**config.mk**
```make
export PLATFORM = sky130hd
export DESIGN_NAME = enemy_counter
export DESIGN_NICKNAME = d
export VERILOG_FILES = /design/src/rtl/enemy_counter.sv
export SDC_FILE = /design/constraint.sdc
export NUM_CORES = 1
export LEC_CHECK = 0
export CELL_PAD_IN_SITES_DETAIL_PLACEMENT = 2
export CELL_PAD_IN_SITES_GLOBAL_PLACEMENT = 2
export CORE_MARGIN = 5
export CORE_UTILIZATION = 32
export DETAILED_ROUTE_END_ITERATION = 10
export GPL_TIMING_DRIVEN = 0
export PLACE_DENSITY = 0.87
export SETUP_SLACK_MARGIN = 0.4
export SYNTH_ARGS = -nofsm -noshare
export SYNTH_HDL_FRONTEND = slang
export SYNTH_SLANG_ARGS = --single-unit
```
**constraint.sdc**
```tcl
create_clock -name pclk -period 3.4 [get_ports pclk]
set_input_delay 0.34 -clock pclk [delete_from_list [all_inputs] [get_ports pclk]]
set_output_delay 0.34 -clock pclk [all_outputs]
set_load 0.01 [all_outputs]
```
**src/rtl/enemy_counter.sv**
```systemverilog
// enemy_counter: tracks enemies remaining in the current wave and sequences
// waves through to the end of the game.
//
// Build option: define HIT_EDGE_DETECT_EN to count a hit only on a rising
// edge of hit (a held level counts once). When it is undefined, every
// ACTIVE cycle with hit=1 counts.
//
// state   | meaning
// --------+-----------------------------------------------------------
// IDLE    | waiting for the first start; counter parked at WAVE_SIZE
// ACTIVE  | wave in progress; accepted hits decrement the counter
// CLEARED | wave finished; start begins the next wave or ends the game
// DONE    | final wave cleared and acknowledged; frozen until rst
module enemy_counter #(
  parameter int WAVE_SIZE = 8,
  parameter int N_WAVES   = 4
) (
  input  logic       pclk,
  input  logic       rst,
  input  logic       hit,
  input  logic       start,
  output logic [3:0] signal_counter,
  output logic [2:0] wave_num,
  output logic       wave_cleared,
  output logic       game_done
);

  localparam logic [3:0] WAVE_INIT = 4'(WAVE_SIZE);
  localparam logic [2:0] LAST_WAVE = 3'(N_WAVES - 1);

  typedef enum logic [1:0] {
    IDLE    = 2'd0,
    ACTIVE  = 2'd1,
    CLEARED = 2'd2,
    DONE    = 2'd3
  } state_t;

  state_t     state_q, state_d;
  logic [3:0] cnt_q, cnt_d;
  logic [2:0] wave_q, wave_d;
  logic       clr_q, clr_d;
  logic       done_q, done_d;
  logic       hit_acc;

`ifdef HIT_EDGE_DETECT_EN
  logic hit_q;

  // Remember last cycle's hit so a held level is only counted once.
  always_ff @(posedge pclk) begin
    if (rst) hit_q <= 1'b0;
    else     hit_q <= hit;
  end

  assign hit_acc = hit & ~hit_q;
`else
  assign hit_acc = hit;
`endif

  // Next-state and next-output decode; every target gets a default first.
  always_comb begin
    state_d = state_q;
    cnt_d   = cnt_q;
    wave_d  = wave_q;
    clr_d   = 1'b0;
    done_d  = done_q;
    case (state_q)
      IDLE: begin
        cnt_d  = WAVE_INIT;
        wave_d = 3'd0;
        if (start) state_d = ACTIVE;
      end
      ACTIVE: begin
        // start is meaningless mid-wave; only hits matter here.
        if (hit_acc && (cnt_q != 4'd0)) begin
          cnt_d = cnt_q - 4'd1;
          if (cnt_q == 4'd1) begin
            state_d = CLEARED;
            clr_d   = 1'b1;
          end
        end
      end
      CLEARED: begin
        if (start) begin
          if (wave_q == LAST_WAVE) begin
            state_d = DONE;
            done_d  = 1'b1;
          end else begin
            state_d = ACTIVE;
            wave_d  = wave_q + 3'd1;
            cnt_d   = WAVE_INIT;
          end
        end
      end
      DONE: begin
        done_d = 1'b1;
      end
      default: begin
        state_d = IDLE;
        cnt_d   = WAVE_INIT;
        wave_d  = 3'd0;
        done_d  = 1'b0;
      end
    endcase
  end

  // State and output registers; reset parks the counter at WAVE_SIZE so it
  // never reads zero before a wave has actually been cleared.
  always_ff @(posedge pclk) begin
    if (rst) begin
      state_q <= IDLE;
      cnt_q   <= WAVE_INIT;
      wave_q  <= 3'd0;
      clr_q   <= 1'b0;
      done_q  <= 1'b0;
    end else begin
      state_q <= state_d;
      cnt_q   <= cnt_d;
      wave_q  <= wave_d;
      clr_q   <= clr_d;
      done_q  <= done_d;
    end
  end

  assign signal_counter = cnt_q;
  assign wave_num       = wave_q;
  assign wave_cleared   = clr_q;
  assign game_done      = done_q;

endmodule
```
==> out/summary.txt <==
max cap viols - 0
Synth Area in Adders - 17.9%
vias in the first global route - 695
wire per inst - 16.0 um
dpl hpwl - 1.53 mm
ant diodes - 0
clk_lat worst skew - 0.28 ns
Peak Freq - 523 MHz
final core occ - 40.9%
Hold Crit Class - reg -> reg
P&R area growth vs syn - 26.0%
post-synthesis mux area share - 3.05%
Crit Path Class - reg -> reg
synth warn - 0
RSZ-0062 raised after global routing - no
P_leak - 0.341 nW
number of fillers in the final layout - 251
synthesized area - 698 um^2
DR vias - 638
Placed Area - 853 um^2
compound-gate portion of the synthesized area - 17.7%
CTS root buf - clkbuf_4
Syn Inst Count - 79
First-pass DRT Iterations - 2
number of CTS-inserted buffers - 3
Switch Pwr - 0.000175 W
share of the synthesized area in the top cell type - 31.5%
Seq/Total Area, Yosys - 31.5%
Startpoint Class - register
Final period util - 56.3%
CTS tree - yes
core area - 2150 um^2
Post CTS Setup Buffer Count - 0
total track usage - 13.3%
final worst clock skew - 0.00381 ns
largest family of logic cells by synthesized area - simple AND/OR/NAND/NOR gates
Crit. End Element - register
Final WS setup - 1.49 ns
Critical Path AT - 2.08 ns
# hold bufs at CTS - 0
CP max FO - 6
power share of the clock group - 21.9%
initial antenna violation count - 0
Area contributors post-synth - dfxtp_1 32%, ha_1 18%, a21oi_1 4.3%
share of power burned in registers - 36.4%
Slew @ Worst Pin - 0.306 ns
fin area - 880 um^2
Initial Util - 32.5%
post-synthesis xor/xnor area fraction - 0%
first-pass GRT wire length - 3.28 mm
Die Ht - 56.7 um
max incr delay on CP - 0.44 ns
Setup Slack @ Placement - 1.38 ns
count leader, synth - dfxtp_1
port bufs - 12
# IOs - 13
most frequent cells after synthesis - 11 x dfxtp_1, 10 x ha_1, 8 x inv_1, 6 x a21oi_1, 6 x nor2_1
Post-Route WL - 1.97 mm
ys async rst share - 0%
chip width - 56.7 um
PD cells - 512 nW/um^2
Bufs on Longest Clock Path - 2
Final Wtd Congestion - 0.674
Tot Pwr - 0.000451 W
Gate power share - 41.7%
number of remaining DRC errors - 0
final setup fails - 0
vias per cell - 5.19
post-synth top area cell - dfxtp_1
post-route antenna net violation count - 0
simple-gate share of the synthesized area - 24.0%
post-cts sizing count - 0
Iteration-0 DRC Markers - 3
maximum VDD drop - 0.178 mV
switching share of total power - 38.8%
GR Overflow Total - 0
Unique masters post-synth - 32
status - completed
H-tree depth - 1
crit path time final - 1.91 ns
Avg Inst Size Synth - 8.84 um^2
die area - 3220 um^2
Internal - 0.000276 W
post-synthesis sequential element count - 11
syn nets - 93
clk sinks - 11
pin count of the biggest net entering global routing - 11
clock slew at reported path FFs - 0.08 ns
layout net count - 110
setup TNS - 0 ns
Slew HR - 79.5%
Required @ worst endpoint - 3.57 ns
final hold violation count - 0
fin. max-slew vios - 0
crit-path cells - inv_1, ha_1, nor4b_2, nand2_1, a211oi_2, mux2_1
slowest cell on the critical path - dfxtp_1
layout cells sized above 1 - 11.6%
EDFF count, synth - 0
ys flop type - dfxtp_1
row count - 17
-- placed cells by master, fill, tap and decap left out, types with 2 or more instances in the layout --
cell,count
ha_1,10
or2_2,3
a21oi_1,6
clkdlybuf4s50_1,12
nor2_1,6
dfxtp_1,11
or3_1,2
buf_2,2
nand2_1,4
nand3_1,3
inv_1,8
clkbuf_4,3
nand2b_1,3
-- power groups by stage --
| stage | registers [W] | logic, W | clock network [W] |
|---|---|---|---|
| after floorplan | 0.000167 | 0.000122 | 0 |
| after global placement | 0.000165 | 0.000175 | 0 |
| after detailed placement | 0.000168 | 0.000187 | 0 |
| after CTS | 0.000165 | 0.000190 | 0.000102 |
| after global routing | 0.000167 | 0.000208 | 0.000106 |
| final | 0.000164 | 0.000188 | 0.0000986 |
-- metrics by stage --
stage | hold WS, ns | cells
after CTS | 0.510 | 123
after floorplan | 0.481 | 79
after detailed placement | 0.496 | 119
after global placement | 0.483 | 119
final | 0.508 | 123
after global routing | 0.558 | 123
-- worst max-delay path, delay by kind of cell, from the launching register on --
kind / cells / cell delay [ns]
simple gates: 2 / 0.33
flops: 1 / 0.44
fa+ha+maj: 1 / 0.24
compound gates: 1 / 0.34
buf+inv: 1 / 0.10
mux: 1 / 0.35
-- state kept, by name (all words and copies together) (netlist names) --
signal,flops
wave_cleared,1
wave_num,3
state_q,2
game_done,1
signal_counter,4
-- final timing paths --
check	startpoint	endpoint	slack, ns	cells after the start
setup / recovery	signal_counter[0]	state_q[0]	1.49	6
hold / removal	wave_num[0]	wave_num[0]	0.51	2
setup reg to reg	signal_counter[0]	state_q[0]	1.49	6
hold reg to reg	wave_num[0]	wave_num[0]	0.51	2
-- layer usage --
layer  vias to the layer above  track usage (%)  share of wire (%)
met1                       314             14.0                 42
met4                         0             7.12                2.5
li1                        308                -                  -
met3                         6             2.07                2.2
met5                         -                0                  0
met2                        10             24.9                 53
-- final cells by class --
type | count | area (um^2) | area share, %
repair buffers | 12 | 120 | 13.7
clock buffers | 4 | 26.3 | 2.99
inverters | 8 | 30.0 | 3.41
flip-flops and latches | 11 | 220 | 25.0
plain buffers | 2 | 10.0 | 1.14
multi-input cells | 58 | 438 | 49.8
well taps | 28 | 35.0 | 3.98
-- cell families (layout without fill, tap and decap cells) --
family | after synthesis | in the layout
simple gates | 28 | 28
compound gates | 18 | 18
buf+inv | 10 | 26
fa+ha+maj | 10 | 10
mux | 2 | 2
flops | 11 | 11
Power figures use the tool's default switching activity.
